===== src/rtl/rand_num.sv =====
// rand_num: free-running 16-bit maximal-length LFSR driving a 3-bit random value
// Ports: CLOCK_50 - system clock, rising edge
//        KEY[0]   - synchronous active-high reset, reloads the seed
//        LEDR     - current random value, lfsr[2:0] straight from the register
module rand_num #(
    parameter logic [15:0] SEED = 16'hACE1
) (
    input  logic       CLOCK_50,
    input  logic [0:0] KEY,
    output logic [2:0] LEDR
);
    // an all-zero seed would lock the LFSR, so it is substituted here
    localparam logic [15:0] INIT = (SEED == 16'h0000) ? 16'h0001 : SEED;
    logic [15:0] lfsr;
    logic        fb;
    always_comb fb = lfsr[15] ^ lfsr[13] ^ lfsr[12] ^ lfsr[10];
    // the zero state cannot be left by shifting, so it reloads the seed like reset
    always_ff @(posedge CLOCK_50)
        lfsr <= (KEY[0] || lfsr == 16'h0000) ? INIT : {lfsr[14:0], fb};
    assign LEDR = lfsr[2:0];
endmodule


===== config.mk =====
export PLATFORM = sky130hd
export DESIGN_NAME = rand_num
export DESIGN_NICKNAME = d
export VERILOG_FILES = /design/src/rtl/rand_num.sv
export SDC_FILE = /design/constraint.sdc
export NUM_CORES = 1
export LEC_CHECK = 0
export CORE_MARGIN = 10
export CORE_UTILIZATION = 23
export CTS_CLUSTER_DIAMETER = 40
export DETAILED_ROUTE_END_ITERATION = 10
export SLEW_MARGIN = 25
export SYNTH_ARGS = -nofsm -noshare
export SYNTH_HDL_FRONTEND = slang
export SYNTH_SLANG_ARGS = --single-unit

===== constraint.sdc =====
create_clock -name CLOCK_50 -period 1.33 [get_ports CLOCK_50]
set_input_delay 0.399 -clock CLOCK_50 [delete_from_list [all_inputs] [get_ports CLOCK_50]]
set_output_delay 0.399 -clock CLOCK_50 [all_outputs]
set_load 0.05 [all_outputs]

; ---- After elaboration in Yosys (flattened, before gate mapping)
; Cells that the tools add are included.
[totals]
ff_bits = 16
in_bits = 2
out_inout_bits = 3
wordCells = 6
[op_classes]
n_bitwise = 3
reduce_logical = 2
[ops]
columns = cell, count
row1 = 16-bit logical NOT, 1
row2 = 1-bit XOR, 3
row3 = 1-bit logical OR, 1

; ---- Depth between registers and ports, before layout
[depth]
depth_word = 3
ltp_mapped = 3
mapped_depth_nobuf = 3

; ---- Least setup slack after synthesis
; No wires, ideal clock.
[synth_timing]
kind = register to register
start = register lfsr[10]
end = register lfsr[0]
setup_ns = 0.127
arrival_ns = 0.928
path_slack_ns = 0.275
path_stages_with_launch = 4
path_buffers = 0
path_cell_list = dfxtp_1 -> nor4_1 -> and4_1 -> or3_1
[synth_via]
elab_chain_len = 2
word_cells_on_any_way = 3
classes_between = bitwise: 1 / reduce/logical: 2
[synth_rtl]
columns = item, line_no
row1 = from (decl), 14  ; logic [15:0] lfsr;
row2 = from (signal assigned), 19  ; lfsr <= (KEY[0] || lfsr == 16'h0000) ? INIT : {lfsr[14:0], fb};
row3 = 16-bit logical NOT, 19
row4 = 1-bit logical OR, 19
; Several ways; a longest one is shown, not always the timed one.
; A chain may end at the register's enable or synchronous reset.

; ---- Worst setup path in the final report
[layout_timing]
start = input KEY
end = register lfsr[0]
[layout_via]
elab_chain_len = 1
[layout_rtl]
columns = item, line_no
row1 = from (decl), 9  ; input logic [0:0] KEY,
row2 = 1-bit logical OR, 19
; Every way passes these cells.

==> run summary <==
The internal reg-to-reg setup slack came out at 0.16 ns. Traced cell by cell, the critical path runs through clkdlybuf4s50_1 > or3_1. For this run the aggregate overflow at the end of global routing stands at 0. Routed via count divided by cell count: 4.11. The later pin in the worst-skew pair is clocked with a latency of 0.28 ns. The standard-cell row count is 16. The shortest clock period the worst path allows after layout works out to 1.29 ns. The largest total area in the synthesized netlist belongs to sky130_fd_sc_hd__dfxtp_1. The number of storage elements in the synthesis netlist was 16; the worst-case headroom to the max-slew limit was 73.6%. The logs give 342 for the via count of the first global-routing pass and 0 for the number of inserted diodes. The global router's overall resource usage is 4.70%. The die covers 4500 µm².

Maximum number of pins on one net before global-route repair: 14. For the pin with the worst max-slew slack, the measured transition is 0.395 ns. The number of nets at the end of the flow is 56.

The synthesized netlist devotes 5.16% of its cell area to XOR and XNOR gates. For the initial antenna violation count, the log shows 0. After synthesis, the largest family of logic cells by area is simple AND/OR/NAND/NOR gates. The number of DRC violations after detailed-routing iteration 0 was 7; the routability-driven placement congestion ratio was 0.729.

The worst setup path is launched from an input port. The biggest fanout along the worst timing path is 13, and the number of enable-type register cells in the synthesized netlist is 0. Compared with the post-synthesis result, the final layout area differs by 32.7%. IR analysis of the VDD net gives a maximum drop of 0.000724 V.

Sum of buffers and inverters on the critical path: 1. In this run the mean area of a mapped cell was 11.6 µm². Of the total synthesized cell area, the portion taken by AND, OR, NAND and NOR gates is 26.8%.

The largest registers in the layout are lfsr (16). The number of endpoints with negative hold slack in the final report came out at 0. Among cell families on the critical path, the largest total delay comes from buffers and inverters.

For this design, the slowest cell found on the critical path is sky130_fd_sc_hd__clkdlybuf4s50_1. At the worst endpoint, the required time is 1.50 ns. The run gives 44 as the number of standard cells after synthesis. The root buffer cell chosen for the clock tree is sky130_fd_sc_hd__clkbuf_4. The total I/O pin count was 5; the die outline height was 67.1 µm.

The run gives 329 as the via count. Of the post-synthesis cell area, the part taken by muxes is 0%. Number of warnings issued by yosys: 0. The clock-pin slew reported for the worst setup and hold paths after clock tree synthesis works out to 0.09 ns.

After detailed routing, the total wire length is 852 µm. After synthesis, the largest area contributor takes up 62.9% of total cell area. The core region is 2040 µm². Of the cells placed in the final design, the portion with a size suffix greater than 1 is 30.2%. For the worst setup path, the data arrival time is 1.46 ns. The adder and majority gate portion of the synthesized area is 0%, and the number of buffers added by the clock tree synthesis step is 3. Setup repair after global routing left no endpoint under its margin.

The number of setup buffers added after CTS is 0. For the depth of the CTS H-tree, the log shows 1. The number of buffers inserted by port buffering came out at 4.

In the synthesized netlist the dominant register cell turns out to be sky130_fd_sc_hd__dfxtp_1. The count of nets left with antenna violations after detail routing is 0, and the maximum frequency from static timing analysis is 775 MHz. In the synthesized netlist the async set-or-reset flop fraction comes to 0%.

The synthesized netlist devotes 0% of its cell area to compound gates. Net count after synthesis: 46. The first global-routing pass estimated 1.55 mm of wire. Yosys instantiated no cell more often than sky130_fd_sc_hd__dfxtp_1.

The count of final max-slew check failures was 0. The run finished with clean final reports. TritonCTS built the clock tree.

The average wire per standard cell is 10.7 µm, and the post-synthesis cell type count is 10. The setup path with the least slack is of type input port to register. Setup violations remaining at the end of the flow were counted as 0. The min-delay analysis places its worst path in the category register to register.

No sink is reached through more buffers than the 2 on the longest clock path. The clock arrives with 0.00401 ns of skew. For the utilization after layout, the log shows 33.1%. In the finished design, the share of the clock period the worst path needs comes to 97.0%.

Summing the sequential cell areas from Yosys gives 62.9% of the chip area. The tool flagged a number of max-cap violations equal to 0. The register with the most flip-flops in the layout has 16 of them. The worst setup path is captured at a register. Once the floorplan was initialized, standard cells occupied 24.9% of the core. The total leakage power was 0.263 nW; the power per cell area was 1510 nW/µm².

The largest single stage delay on the critical path is 0.61 ns. After synthesis the cells add up to 509 µm². Measured along the x axis, the die boundary spans 67.1 µm.

The most flop-heavy register was lfsr. In the routed design, unresolved DRC markers number 0. First-pass iteration count of the detailed router: 2. By count the netlist is led by sky130_fd_sc_hd__dfxtp_1, sky130_fd_sc_hd__or3_1, sky130_fd_sc_hd__nor2b_1.

In the post-synthesis netlist, the biggest area contributors are sky130_fd_sc_hd__dfxtp_1, sky130_fd_sc_hd__or3_1, sky130_fd_sc_hd__nor2b_1. After layout, the design draws a total of 1.02 mW. Clock tree synthesis found a total of 16 sinks.
-- kinds of logic (layout without fill, tap and decap cells) --
kind of cell | Yosys count | after routing
xor+xnor | 3 | 3
buf+inv | 4 | 13
simple gates | 21 | 21
flops | 16 | 16
-- per-layer routing --
layer | track usage (%) | vias to the layer above | share of wire (%)
met4 | 2.31 | 0 | 1.8
li1 | - | 164 | -
met1 | 4.68 | 152 | 44
met3 | 4.35 | 6 | 11
met2 | 6.52 | 7 | 43
met5 | 0 | - | 0
-- report_power, final --
part	internal, mW	switching [mW]	total [mW]
Combinational	0.0950	0.0745	0.169
Sequential	0.516	0.0229	0.539
Clock	0.167	0.144	0.311
-- area by class of cell --
| class | instances | area, µm² |
|---|---|---|
| tap | 27 | 33.8 |
| fill | 222 | 1370 |
| timing repair buffer | 9 | 119 |
| multi-input combinational | 24 | 163 |
| sequential | 16 | 324 |
| clock buffer | 4 | 36.3 |
-- final timing paths --
check / start / end / depth (start not counted)
worst min register to register: lfsr[6] / lfsr[7] / 1
worst max register to register: lfsr[13] / lfsr[0] / 3
worst min-delay path: lfsr[6] / lfsr[7] / 1
worst max-delay path: KEY / lfsr[0] / 2
-- layout by cell type, fill, tap and decap left out --
cell type / n
sky130_fd_sc_hd__clkbuf_4: 3
sky130_fd_sc_hd__clkdlybuf4s50_1: 1
sky130_fd_sc_hd__buf_6: 3
sky130_fd_sc_hd__or3_1: 8
sky130_fd_sc_hd__dfxtp_2: 3
sky130_fd_sc_hd__buf_12: 3
sky130_fd_sc_hd__nor2b_1: 7
sky130_fd_sc_hd__nor4_1: 4
sky130_fd_sc_hd__dfxtp_1: 13
sky130_fd_sc_hd__clkbuf_8: 1
sky130_fd_sc_hd__buf_4: 2
sky130_fd_sc_hd__nor2b_2: 1
sky130_fd_sc_hd__and4_1: 1
sky130_fd_sc_hd__xnor2_1: 2
sky130_fd_sc_hd__xor2_1: 1
-- through the flow --
stage / instance area (µm²) / setup WS [ns] / hold WS, ns / setup TNS (ns) / cells
3_3_place_gp: 624 / -0.204 / 0.425 / -1.98 / 76
3_5_place_dp: 624 / -0.243 / 0.436 / -2.43 / 76
6_report: 676 / 0.0404 / 0.456 / 0 / 80
2_1_floorplan: 509 / 0.275 / 0.416 / 0 / 44
5_1_grt: 676 / 0.0113 / 0.469 / 0 / 80
4_1_cts: 661 / 0.0170 / 0.456 / 0 / 80
-- timing repair --
action	CTS	global route
gates resized for setup	0	6
endpoints found under the setup margin	0	3
hold buffers	0	0
(Power assumes the default switching activity.)
